### src/rtl/uart_rx_decoder.sv
// 8N1 UART receiver on a 16x sample tick. Each received ASCII character is decoded to a
// 3-bit alignment symbol, and valid symbols are queued in a first-word-fall-through FIFO.
module uart_rx_decoder #(
  parameter int unsigned DATA_BITS     = 8,
  parameter int unsigned STOP_TICK     = 16,
  parameter int unsigned ADDR_SIZE_EXP = 4,
  parameter int unsigned CODE_BITS     = 3
) (
  input  logic                 clk,
  input  logic                 rst,
  input  logic                 sample_tick,
  input  logic                 rx,
  input  logic                 rd_from_fifo,
  input  logic                 clr_err,
  output logic [CODE_BITS-1:0] rd_data_out,
  output logic                 empty,
  output logic                 full,
  output logic                 frame_err,
  output logic                 char_err,
  output logic                 overflow
);

  localparam int unsigned TICK_W = ($clog2(STOP_TICK) > 4) ? $clog2(STOP_TICK) : 4;
  localparam int unsigned BIT_W  = (DATA_BITS > 1) ? $clog2(DATA_BITS) : 1;
  localparam int unsigned PTR_W  = ADDR_SIZE_EXP + 1;
  localparam int unsigned DEPTH  = 1 << ADDR_SIZE_EXP;

  typedef enum logic [1:0] {S_IDLE, S_START, S_DATA, S_STOP} state_t;

  state_t                 r_state;
  logic                   r_rx_meta;
  logic                   r_rx_sync;
  logic [TICK_W-1:0]      r_tick_cnt;
  logic [BIT_W-1:0]       r_bit_cnt;
  logic [DATA_BITS-1:0]   r_shreg;
  logic                   r_wr_en;
  logic [CODE_BITS-1:0]   r_wr_code;
  logic [PTR_W-1:0]       r_wptr;
  logic [PTR_W-1:0]       r_rptr;
  logic [CODE_BITS-1:0]   r_mem [DEPTH];

  logic [7:0]             w_byte;
  logic [CODE_BITS-1:0]   w_code;
  logic                   w_code_ok;
  logic                   w_rd_do;
  logic                   w_wr_do;
  logic                   w_drop;
  logic [PTR_W-1:0]       w_wptr_nxt;
  logic [PTR_W-1:0]       w_rptr_nxt;

  // Two-flop synchroniser; presets to the idle line level
  always_ff @(posedge clk or negedge rst) begin
    if (!rst) begin
      r_rx_meta <= 1'b1;
      r_rx_sync <= 1'b1;
    end else begin
      r_rx_meta <= rx;
      r_rx_sync <= r_rx_meta;
    end
  end

  // Character to symbol table; anything else is a character error
  assign w_byte = 8'(r_shreg);
  always_comb begin
    w_code    = '0;
    w_code_ok = 1'b1;
    case (w_byte)
      8'h41, 8'h61: w_code = CODE_BITS'(0);
      8'h43, 8'h63: w_code = CODE_BITS'(1);
      8'h47, 8'h67: w_code = CODE_BITS'(2);
      8'h54, 8'h74: w_code = CODE_BITS'(3);
      8'h2D:        w_code = CODE_BITS'(4);
      default:      w_code_ok = 1'b0;
    endcase
  end

  // Receive FSM; decode result is registered on the valid stop sample
  always_ff @(posedge clk or negedge rst) begin
    if (!rst) begin
      r_state    <= S_IDLE;
      r_tick_cnt <= '0;
      r_bit_cnt  <= '0;
      r_shreg    <= '0;
      r_wr_en    <= 1'b0;
      r_wr_code  <= '0;
      frame_err  <= 1'b0;
      char_err   <= 1'b0;
    end else begin
      r_wr_en   <= 1'b0;
      frame_err <= 1'b0;
      char_err  <= 1'b0;
      case (r_state)
        S_IDLE: begin
          r_tick_cnt <= '0;
          if (!r_rx_sync) r_state <= S_START;
        end
        S_START: begin
          if (sample_tick) begin
            if (r_tick_cnt == TICK_W'(7)) begin
              r_tick_cnt <= '0;
              r_bit_cnt  <= '0;
              r_state    <= r_rx_sync ? S_IDLE : S_DATA;
            end else begin
              r_tick_cnt <= r_tick_cnt + TICK_W'(1);
            end
          end
        end
        S_DATA: begin
          if (sample_tick) begin
            if (r_tick_cnt == TICK_W'(15)) begin
              r_tick_cnt <= '0;
              r_shreg    <= {r_rx_sync, r_shreg[DATA_BITS-1:1]};
              if (r_bit_cnt == BIT_W'(DATA_BITS - 1)) r_state <= S_STOP;
              else r_bit_cnt <= r_bit_cnt + BIT_W'(1);
            end else begin
              r_tick_cnt <= r_tick_cnt + TICK_W'(1);
            end
          end
        end
        S_STOP: begin
          if (sample_tick) begin
            if (r_tick_cnt == TICK_W'(STOP_TICK - 1)) begin
              r_tick_cnt <= '0;
              r_state    <= S_IDLE;
              if (r_rx_sync) begin
                r_wr_en   <= w_code_ok;
                r_wr_code <= w_code;
                char_err  <= ~w_code_ok;
              end else begin
                frame_err <= 1'b1;
              end
            end else begin
              r_tick_cnt <= r_tick_cnt + TICK_W'(1);
            end
          end
        end
        default: r_state <= S_IDLE;
      endcase
    end
  end

  // A write to a full FIFO only proceeds when a pop frees a slot in the same cycle
  assign w_rd_do    = rd_from_fifo & ~empty;
  assign w_wr_do    = r_wr_en & (~full | w_rd_do);
  assign w_drop     = r_wr_en & full & ~w_rd_do;
  assign w_wptr_nxt = r_wptr + PTR_W'(w_wr_do);
  assign w_rptr_nxt = r_rptr + PTR_W'(w_rd_do);

  always_ff @(posedge clk) begin
    if (w_wr_do) r_mem[r_wptr[ADDR_SIZE_EXP-1:0]] <= r_wr_code;
  end

  // Flags and head are registered from next-state pointers; bypass when the head is being written
  always_ff @(posedge clk or negedge rst) begin
    if (!rst) begin
      r_wptr      <= '0;
      r_rptr      <= '0;
      empty       <= 1'b1;
      full        <= 1'b0;
      rd_data_out <= '0;
      overflow    <= 1'b0;
    end else begin
      r_wptr <= w_wptr_nxt;
      r_rptr <= w_rptr_nxt;
      empty  <= (w_wptr_nxt == w_rptr_nxt);
      full   <= (w_wptr_nxt[PTR_W-1] != w_rptr_nxt[PTR_W-1]) &&
                (w_wptr_nxt[PTR_W-2:0] == w_rptr_nxt[PTR_W-2:0]);
      if (w_wr_do && (r_wptr == w_rptr_nxt)) rd_data_out <= r_wr_code;
      else rd_data_out <= r_mem[w_rptr_nxt[ADDR_SIZE_EXP-1:0]];
      if (w_drop) overflow <= 1'b1;
      else if (clr_err) overflow <= 1'b0;
    end
  end

endmodule

### config.mk
export PLATFORM = sky130hd
export DESIGN_NAME = uart_rx_decoder
export DESIGN_NICKNAME = d
export VERILOG_FILES = /design/src/rtl/uart_rx_decoder.sv
export SDC_FILE = /design/constraint.sdc
export NUM_CORES = 1
export LEC_CHECK = 0
export CORE_ASPECT_RATIO = 1.1
export CORE_MARGIN = 3
export CORE_UTILIZATION = 50
export CTS_BUF_LIST = sky130_fd_sc_hd__clkbuf_4 sky130_fd_sc_hd__clkbuf_8
export DETAILED_ROUTE_END_ITERATION = 16
export GPL_TIMING_DRIVEN = 1
export PLACE_DENSITY = 0.72
export SETUP_SLACK_MARGIN = 0.1
export SLEW_MARGIN = 20
export SYNTH_ARGS = -nofsm -noshare
export SYNTH_HDL_FRONTEND = slang
export SYNTH_SLANG_ARGS = --single-unit
export TNS_END_PERCENT = 100
### constraint.sdc
create_clock -name clk -period 7 [get_ports clk]
set_clock_uncertainty 0.05 [all_clocks]
set_input_delay 1.4 -clock clk [delete_from_list [all_inputs] [get_ports clk]]
set_output_delay 1.4 -clock clk [all_outputs]
set_load 0.05 [all_outputs]
* Word-level counts from Yosys, hierarchy flattened *
Memory sizes are Yosys's and may differ from the RTL's.
Index checks and enable logic that the tools add are counted.

cells by class
  $add $sub $neg = 4
  multiply operators = 0
  div/mod/pow operators = 0
  order comparisons = 0
  equal/unequal tests = 29
  shift operators = 0
  multiplexer cells = 40
  bitwise operators = 9
  reduce and logical (&&, ||, !) cells = 15

operators with widths
  kind                   count
  $eq A8 B7 Y1 const B   8
  $mux W2                9
  $mux W3                6
  $ne A2 B2 Y1 const B   9
  $mux W1                17
  $mux W4                4
  $pmux W3 S4            1
  $pmux W4 S3            1
  $add A5 B1 Y5          2
  $eq A5 B5 Y1           2
  $reduce_or A9 Y1       1
  $eq A8 B6 Y1 const B   1
  $pmux W2 S4            1
  $reduce_and A8 Y1      1
  $reduce_or A2 Y1       4
  $pmux W3 S2            1
  $reduce_and A6 Y1      1
  $add A4 B1 Y4 const B  1
  $and A1 B1 Y1          4
  $eq A2 B2 Y1 const B   2
  $eq A4 B3 Y1 const B   1
  $eq A4 B4 Y1           1
  $eq A4 B4 Y1 const B   1
  $not A1 Y1             4
  12 further kinds       14

word-level totals
  register bits = 41
  latch bits = 0
  memory bits (writable) = 48
  bits in read-only memories = 0
  bits of input ports = 6
  output and inout bits = 8
  word-level logic and storage cells = 114
  memories kept = 1

memories
  memory  words  bits a word  rd ports  clocked after Yosys merged registers in  wr ports  RTL line  RTL
  r_mem   16     3            1         0                                        1         40        logic [CODE_BITS-1:0] r_mem [DEPTH];

* Logic depth before layout (Yosys ltp) *
Gate-level depths: netlist of the first run.

  word-level depth = 8
  mapped depth = 10
  mapped depth without buffers = 10

* Worst setup path before layout of the first run *
Ideal clock, no wire load.

  path type = input -> register
  start = input rd_from_fifo
  end = register rd_data_out[1]
  setup time = 125 ps
  arrival time = 3,334 ps
  data required time = 6,825 ps
  setup slack = 3,491 ps
  cell stages on the path = 7
  path buffers = 2
  cells stage by stage = and3b_1 -> ha_1 -> buf_6 -> buf_12 -> mux4_1 -> mux4_2 -> mux2_4

on the way
  longest elaborated chain between the ends = 5

RTL lines
  what                                                    RTL line  RTL
  from (decl)                                             13        input logic rd_from_fifo,
  $and A1 B1 Y1 *                                         143       assign w_rd_do = rd_from_fifo & ~empty;
  $add A5 B1 Y5 *                                         147       assign w_rptr_nxt = r_rptr + PTR_W'(w_rd_do);
  net w_rptr_nxt[1]                                       49        logic [PTR_W-1:0] w_rptr_nxt;
  branches (longest 2 deep; another with $mem_v2 Z16 W3)  n/a
  $mux W3 *                                               168       if (w_wr_do && (r_wptr == w_rptr_nxt)) rd_data_out <= r_wr_code;
  to (signal assigned)                                    168
  to (signal assigned)                                    169       else rd_data_out <= r_mem[w_rptr_nxt[ADDR_SIZE_EXP-1:0]];
  to (decl)                                               15        output logic [CODE_BITS-1:0] rd_data_out,

Mark *: on every way through the listed nets, which the timed path passes.
A chain may end at the register's enable or synchronous reset.

* Worst setup path after layout of the first run *
  start = input rd_from_fifo
  end = register rd_data_out[0]

The elaborated chain is that of the path after synthesis.

==> flow_summary.json, run 1 <==
{
  "status": "finished, final reports clean",
  "ant_nets": 0,
  "gp_congestion": 0.7916,
  "final_cell_mix": "edfxtp_1, dfrtp_1, nor2_1",
  "instances_no_fill": 386,
  "cts.sinks": 89,
  "p_leak_nw": 1.756,
  "cts_buffer_depth": 2,
  "root_buffer": "clkbuf_8",
  "core_um2": 7556,
  "path_delay_family": "multiplexers",
  "holdPathStages": 0,
  "p_seq_share_pct": 49.6,
  "grt_usage_pct": 16.16,
  "worstPathCellList": "clkdlybuf4s50_1 > and3b_1 > ha_1 > mux4_1 > mux4_2 > mux2_2",
  "hold_ws_ns": 0.3103,
  "synthCells": 265,
  "nFillCells": 620,
  "holdPathEnd": "r_rx_sync$_DFF_PN1_",
  "synthArstFlopShare_pct": 46.07,
  "drtIter0Drc": 210,
  "p_switching_uw": 426.3,
  "post-place-cells": 370,
  "wl_per_cell_um": 17.42,
  "critPathKind": "input pin to flip-flop",
  "cts_setup_buffers": 0,
  "startpoint_type": "input pin",
  "nNetsFinal": 288,
  "rows": 33,
  "rr_endpoint": "rd_data_out[0]$_DFF_PN0_",
  "overflow": 0,
  "port_buffers": 13,
  "area_delta_synth_final_pct": 8.851,
  "synth_edf_count": 48,
  "initial_core_util_pct": 52.01,
  "hold_viol": 0,
  "period_minus_slack_ns": 4.006,
  "clk_latency_ns": 0.35,
  "p_int_uw": 927.2,
  "clkTransAtPathRegs_ns": 0.08,
  "cts_resized": 0,
  "tightest_slew_ns": 0.9121,
  "hpwl_mm": 4.757,
  "timing.rr.start": "empty$_DFF_PN1_",
  "syn_area_um2": 3930,
  "arrival_ns": 4.19,
  "cts_buffers": 9,
  "die_h_um": 98.99,
  "synth_top_area_cell": "edfxtp_1",
  "slowest_stage": "ha_1",
  "slew_headroom_pct": 39.19,
  "hp-class": "flip-flop to flip-flop",
  "grt_max_degree": 42,
  "htreeDepth": 3,
  "slowest_delay_ns": 0.79,
  "crit_path_end_kind": "flip-flop",
  "cts_tree": "done",
  "fmax_mhz": 249.6,
  "vias_per_cell": 5.461,
  "synth_seq_cells": 89,
  "cap_violations": 0,
  "drc": 0,
  "antenna_found_initial": 0,
  "dr_total_vias": 2108,
  "crit_fanout": 15,
  "synth-main-ff-cell": "edfxtp_1",
  "swShare_pct": 31.50,
  "holdBufCountCts": 0,
  "utilization_pct": 56.62,
  "fp.dieW_um": 90.53,
  "diodes": 0,
  "power_mw": 1.354,
  "rsz0062_at_grt": "false",
  "min_from": "r_rx_meta$_DFF_PN1_",
  "synth-seq-area-share_pct": 62.88,
  "cp_data_required_time_ns": 7.18,
  "path_buf_inv": 1,
  "synth_nets": 277,
  "synthTopCellsByArea": "edfxtp_1, dfrtp_1, mux4_2",
  "synth.distinct_cells": 46,
  "pwr-share-clk_pct": 22.8,
  "drive_gt1_share_pct": 16.01,
  "pin_count": 14,
  "tns_ns": 0,
  "grt_pass1_wl_mm": 11.18,
  "p_comb_share_pct": 27.6,
  "layout_commonest_cell": "edfxtp_1",
  "pwr_density_cell_nw_per_um2": 316.4,
  "firstDrtPassIters": 4,
  "regToRegSetupSlack_ns": 3.92,
  "synth_warnings": 0,
  "dieArea_um2": 8961,
  "slew_violations": 0,
  "reg2reg_depth": 5,
  "period_share_pct": 57.23,
  "avgSynthCellArea_um2": 14.83,
  "drt_wl_total_mm": 6.723,
  "synth_top_area_share_pct": 36.68,
  "setup_viol": 0,
  "irDropWorstVdd_v": 0.0001688,
  "grt_pass1_vias": 2164
}
## through the flow
step | area, um2 | setup WS [ns]
2_1_floorplan | 3930 | 3.491
3_3_place_gp | 4105 | 2.720
3_5_place_dp | 4105 | 2.621
4_1_cts | 4278 | 2.987
5_1_grt | 4278 | 2.882
6_report | 4278 | 2.994
## cell type report
class | instances | area (um2) | area share [%]
sequential | 89 | 2471 | 57.77
multi-input combinational | 152 | 1336 | 31.24
clock buffer | 10 | 131.4 | 3.071
tap | 105 | 131.4 | 3.071
timing repair buffer | 13 | 125.1 | 2.925
clock inverter | 6 | 41.29 | 0.9652
inverter | 11 | 41.29 | 0.9652
## layer usage
| metal | vias to the layer above | GRT usage (%) | routed length (um) |
|---|---|---|---|
| met4 | 0 | 5.654 | 73 |
| met3 | 8 | 2.519 | 204 |
| li1 | 1012 | - | - |
| met1 | 1055 | 21.26 | 2896 |
| met2 | 33 | 27.50 | 3549 |
| met5 | - | 0 | 0 |
## registers in the layout, summed over array words and instances, names as in the netlist, named ones only
register / count
r_rx_sync: 1
overflow: 1
r_wr_en: 1
empty: 1
r_shreg: 8
full: 1
r_rx_meta: 1
r_tick_cnt: 4
rd_data_out: 3
r_wr_code: 3
r_state: 1
r_wptr: 5
r_bit_cnt: 3
r_rptr: 5
frame_err: 1
r_mem: 48
char_err: 1
## logic make-up after synthesis
group	Yosys count	synth area share [%]
xor+xnor	17	4.903
simple gates	76	9.742
fa+ha+maj	6	1.910
mux	31	13.75
compound gates	22	3.693
flops	89	62.88
buf+inv	24	3.120
## worst max path at each step
stage                       startpoint                        to  slack (ns)  cells after the start
after floorplan           rd_from_fifo  rd_data_out[1]$_DFF_PN0_        3.49                      7
after global placement    rd_from_fifo  rd_data_out[2]$_DFF_PN0_        2.72                      6
after detailed placement  rd_from_fifo  rd_data_out[0]$_DFF_PN0_        2.62                      6
after CTS                 rd_from_fifo  rd_data_out[0]$_DFF_PN0_        2.99                      6
after global routing      rd_from_fifo  rd_data_out[2]$_DFF_PN0_        2.88                      6
final                     rd_from_fifo  rd_data_out[0]$_DFF_PN0_        2.99                      6
## synth_stat cells, types with 5 or more instances
cell / instances
nand2_1: 12
xor2_1: 9
a21oi_1: 6
nand3_1: 8
ha_1: 6
nor2b_1: 5
mux4_2: 9
o21ai_0: 7
nor3_1: 9
nor2_1: 21
inv_1: 11
dfrtp_1: 38
edfxtp_1: 48
mux2_2: 12
mux4_1: 6
nand2b_1: 5
clkbuf_1: 9
## power by group through the flow
| stage | Sequential (mW) | Combinational [mW] | Clock (mW) |
|---|---|---|---|
| finish | 0.672 | 0.373 | 0.308 |
| global route | 0.682 | 0.411 | 0.341 |
| CTS | 0.671 | 0.379 | 0.318 |
| detailed placement | 0.682 | 0.377 | 0 |
| global placement | 0.681 | 0.359 | 0 |
| floorplan | 0.672 | 0.343 | 0 |
Power figures use the tool's default switching activity.
==> run 2, diff against run 1 <==
- clock period: 7 -> 3.96 ns (I/O delays scaled with it)
==> flow_summary.json, run 2 (synthesized netlist as in run 1, its figures left out) <==
{
  "cp_data_required_time_ns": 4.15,
  "grt_usage_pct": 16.68,
  "hp-class": "flip-flop to flip-flop",
  "p_switching_uw": 751.8,
  "swShare_pct": 30.40,
  "startpoint_type": "input pin",
  "clk_latency_ns": 0.35,
  "nFillCells": 606,
  "htreeDepth": 3,
  "final_cell_mix": "edfxtp_1, dfrtp_1, nor2_1",
  "rr_endpoint": "rd_data_out[0]$_DFF_PN0_",
  "nNetsFinal": 289,
  "initial_core_util_pct": 52.01,
  "status": "finished, final reports clean",
  "area_delta_synth_final_pct": 9.742,
  "dieArea_um2": 8961,
  "drt_wl_total_mm": 6.779,
  "cts_setup_buffers": 0,
  "cts_resized": 0,
  "tns_ns": 0,
  "p_seq_share_pct": 48.1,
  "overflow": 0,
  "hold_viol": 0,
  "holdBufCountCts": 0,
  "cts_buffers": 9,
  "pwr_density_cell_nw_per_um2": 573.3,
  "drive_gt1_share_pct": 16.31,
  "gp_congestion": 0.7942,
  "cap_violations": 0,
  "wl_per_cell_um": 17.52,
  "critPathKind": "input pin to flip-flop",
  "port_buffers": 13,
  "setup_viol": 0,
  "p_int_mw": 1.721,
  "cts_tree": "done",
  "crit_fanout": 15,
  "antenna_found_initial": 0,
  "drc": 0,
  "dr_total_vias": 2146,
  "layout_commonest_cell": "edfxtp_1",
  "pin_count": 14,
  "ant_nets": 0,
  "min_from": "r_rx_meta$_DFF_PN1_",
  "grt_pass1_vias": 2205,
  "slew_headroom_pct": 40.65,
  "irDropWorstVdd_v": 0.0002531,
  "hpwl_mm": 4.826,
  "fp.dieW_um": 90.53,
  "holdPathStages": 0,
  "vias_per_cell": 5.545,
  "rows": 33,
  "diodes": 0,
  "grt_pass1_wl_mm": 11.31,
  "p_comb_share_pct": 26.9,
  "holdPathEnd": "r_rx_sync$_DFF_PN1_",
  "period_minus_slack_ns": 3.297,
  "firstDrtPassIters": 4,
  "period_share_pct": 83.25,
  "pwr-share-clk_pct": 25.0,
  "multi_input_area_um2": 1336,
  "fmax_mhz": 303.3,
  "clkTransAtPathRegs_ns": 0.08,
  "crit_path_end_kind": "flip-flop",
  "root_buffer": "clkbuf_8",
  "tightest_slew_ns": 0.8860,
  "die_h_um": 98.99,
  "cts_buffer_depth": 2,
  "register_area_um2": 2471,
  "cts.sinks": 89,
  "slew_violations": 0,
  "timing.rr.start": "empty$_DFF_PN1_",
  "power_mw": 2.472,
  "p_leak_nw": 1.769,
  "largest_reg_flops": 48,
  "grt_max_degree": 42,
  "regToRegSetupSlack_ns": 0.97,
  "arrival_ns": 3.49,
  "drtIter0Drc": 186,
  "core_um2": 7556,
  "rsz0062_at_grt": "false",
  "reg2reg_depth": 6
}
==> run 2: cell types whose count changed in the layout (fill, tap and decap cells not counted) <==
cell | before | now
buf_4 | 0 | 1
bufinv_16 | 0 | 1
clkbuf_8 | 9 | 10
clkinv_4 | 2 | 1
clkinvlp_4 | 0 | 1
inv_4 | 1 | 0
inv_6 | 1 | 0
==> run 2: area by class of cell <==
class                      instances  share of cell area [%]
tap                              105                   3.046
timing repair buffer              14                   3.075
clock buffer                      11                   3.365
clock inverter                     5                   1.276
multi-input combinational        152                   30.98
inverter                          11                  0.9574
sequential                        89                   57.30
==> run 2: per-layer routing <==
layer	part of all wire, %	vias to the layer above	global-route usage (%)
met3	3.8	6	3.969
li1	-	1011	-
met2	53	49	27.95
met1	42	1080	21.41
met5	0	-	0
met4	1.0	0	5.889
==> run 2: how the worst max path moves through the flow <==
stage,from,to,depth (start not counted)
floorplan,rd_from_fifo,rd_data_out[1]$_DFF_PN0_,7
global placement,rd_from_fifo,rd_data_out[0]$_DFF_PN0_,7
detailed placement,rd_from_fifo,rd_data_out[0]$_DFF_PN0_,7
CTS,rd_from_fifo,rd_data_out[0]$_DFF_PN0_,7
global route,rd_from_fifo,full$_DFF_PN0_,11
finish,rd_from_fifo,rd_data_out[0]$_DFF_PN0_,7
==> run 2: metrics by stage <==
step	hold slack [ns]	instance area, um2	std cells	setup slack [ns]	utilization (%)
finish	0.3088	4313	387	0.6631	57.08
global route	0.3123	4313	387	0.5061	57.08
CTS	0.3099	4313	387	0.6598	57.08
detailed placement	0.2976	4113	371	0.2843	54.43
global placement	0.2965	4113	371	0.4077	54.43
floorplan	0.2952	3930	265	1.059	-
==> run 2: worst max-delay path: stages <==
cell	delay, ns
clkdlybuf4s50_1	0.41
and3b_1	0.19
ha_1	0.22
xnor2_2	0.69
mux4_2	0.43
mux4_2	0.48
mux2_2	0.27
==> run 2: power by group through the flow <==
stage          clock, mW  sequential (mW)  combinational [mW]
2_1_floorplan          0             1.19               0.606
3_3_place_gp           0             1.20               0.648
3_5_place_dp           0             1.21               0.677
4_1_cts            0.634             1.19               0.679
5_1_grt            0.675             1.21               0.741
6_report           0.619             1.19               0.665
==> run 3, diff against run 2 <==
- PLACE_DENSITY: 0.72 -> 0.75
- clock period: 3.96 -> 3 ns (I/O delays scaled with it)
==> flow_summary.json, run 3 (synthesized netlist as in run 1, its figures left out) <==
{
  "status": "finished, final reports clean",
  "multi_input_area_um2": 1345,
  "pin_count": 14,
  "nNetsFinal": 302,
  "diodes": 0,
  "clk_latency_ns": 0.35,
  "tns_ns": 0,
  "critPathKind": "input pin to flip-flop",
  "period_minus_slack_ns": 2.801,
  "port_buffers": 13,
  "crit_fanout": 12,
  "setup_ws_ns": 0.1994,
  "root_buffer": "clkbuf_8",
  "nFillCells": 558,
  "period_share_pct": 93.35,
  "dr_total_vias": 2194,
  "place_worst_setup_slack_ns": -0.1699,
  "cts.sinks": 89,
  "slowest_delay_ns": 0.55,
  "cp_data_required_time_ns": 3.19,
  "grt_pass1_wl_mm": 10.94,
  "rsz0062_at_grt": "false",
  "slew_violations": 0,
  "fp.dieW_um": 90.53,
  "area_delta_synth_final_pct": 12.99,
  "register_area_um2": 2471,
  "slowest_stage": "mux4_1",
  "htreeDepth": 3,
  "slew_headroom_pct": 39.04,
  "cts_setup_buffers": 0,
  "clkTransAtPathRegs_ns": 0.09,
  "antenna_found_initial": 0,
  "gp_congestion": 0.7695,
  "crit_path_end_kind": "flip-flop",
  "hpwl_mm": 4.707,
  "setup_viol": 0,
  "cts_tree": "done",
  "drt_wl_total_mm": 6.698,
  "pwr_density_cell_nw_per_um2": 757.5,
  "drtIter0Drc": 120,
  "die_h_um": 98.99,
  "core_um2": 7556,
  "fmax_mhz": 357.1,
  "grt_max_degree": 42,
  "dieArea_um2": 8961,
  "hold_viol": 0,
  "initial_core_util_pct": 52.01,
  "irDropWorstVdd_v": 0.0003285,
  "cts_buffers": 9,
  "rows": 33,
  "layout_commonest_cell": "edfxtp_1",
  "tightest_slew_ns": 0.9144,
  "arrival_ns": 2.99,
  "ant_nets": 0,
  "startpoint_type": "input pin",
  "hp-class": "flip-flop to flip-flop",
  "firstDrtPassIters": 4,
  "grt_pass1_vias": 2149,
  "vias_per_cell": 5.485,
  "p_leak_nw": 1.849,
  "drive_gt1_share_pct": 20.68,
  "cap_violations": 0,
  "final_cell_mix": "edfxtp_1, dfrtp_1, nor2_1",
  "hold_ws_ns": 0.3095,
  "grt_usage_pct": 15.98,
  "largest_reg_flops": 48,
  "drc": 0,
  "cts_buffer_depth": 2,
  "overflow": 0,
  "regToRegSetupSlack_ns": 0.32,
  "worstPathCellList": "clkdlybuf4s50_1 > and3b_1 > ha_1 > buf_12 > mux4_1 > mux4_2 > mux2_4",
  "wl_per_cell_um": 16.75
}
## run 3: changes by cell type in the layout (fill, tap and decap cells not counted)
cell	previous run	this run
buf_12	0	2
inv_6	0	1
a2111oi_1	0	1
a2111oi_0	1	0
clkinvlp_4	1	0
clkinv_1	1	0
buf_4	1	12
xor2_2	1	2
clkbuf_8	10	9
xor2_1	9	8
inv_4	0	2
## run 3: repair_timing
item	4_1_cts	5_1_grt
setup endpoints to repair	0	2
hold buffers	0	0
resized for setup	0	2
endpoints found under the hold margin	0	0
## run 3: layer usage
metal	vias up	GRT usage, %	wire [um]
met3	7	4.885	264
met5	-	0	0
met1	1112	20.71	2956
met4	0	3.887	48
met2	39	26.58	3429
li1	1036	-	-
## run 3: where the power goes
part	internal [mW]	switching [mW]
registers	1.42	0.152
logic	0.537	0.452
clock network	0.398	0.404
## run 3: final cells by class
class,count,area share [%]
Clock buffer,10,2.959
Clock inverter,6,1.465
Inverter,11,0.9298
Multi-Input combinational cell,152,30.29
Sequential cell,89,55.65
Tap cell,105,2.959
Timing Repair Buffer,27,5.748
## run 3: stage by stage
stage	total power, mW	utilization, %	cell area [um2]	instances
after floorplan	2.368	-	3930	265
after global placement	2.567	56.05	4235	384
after detailed placement	2.595	56.05	4235	384
after CTS	3.403	58.65	4432	400
after global routing	3.551	58.77	4441	400
final	3.364	58.77	4441	400
## run 3: final timing paths
kind | from | to | cells past startpoint
max in group asynchronous | rst | r_tick_cnt[2]$_DFFE_PN0P_ | 1
worst max register to register | empty$_DFF_PN1_ | rd_data_out[1]$_DFF_PN0_ | 6
worst max-delay path | rd_from_fifo | rd_data_out[1]$_DFF_PN0_ | 7
worst min-delay path | r_rx_meta$_DFF_PN1_ | r_rx_sync$_DFF_PN1_ | 0
worst min register to register | r_rx_meta$_DFF_PN1_ | r_rx_sync$_DFF_PN1_ | 0
min in group asynchronous | rst | rd_data_out[2]$_DFF_PN0_ | 1
## run 3: critical path: cells and delay by family
kind	cells	cell delay [ns]
AND/OR/NAND/NOR	1	0.19
adder cells (fa/ha/maj)	1	0.34
multiplexers	3	1.29
buffers and inverters	2	0.58
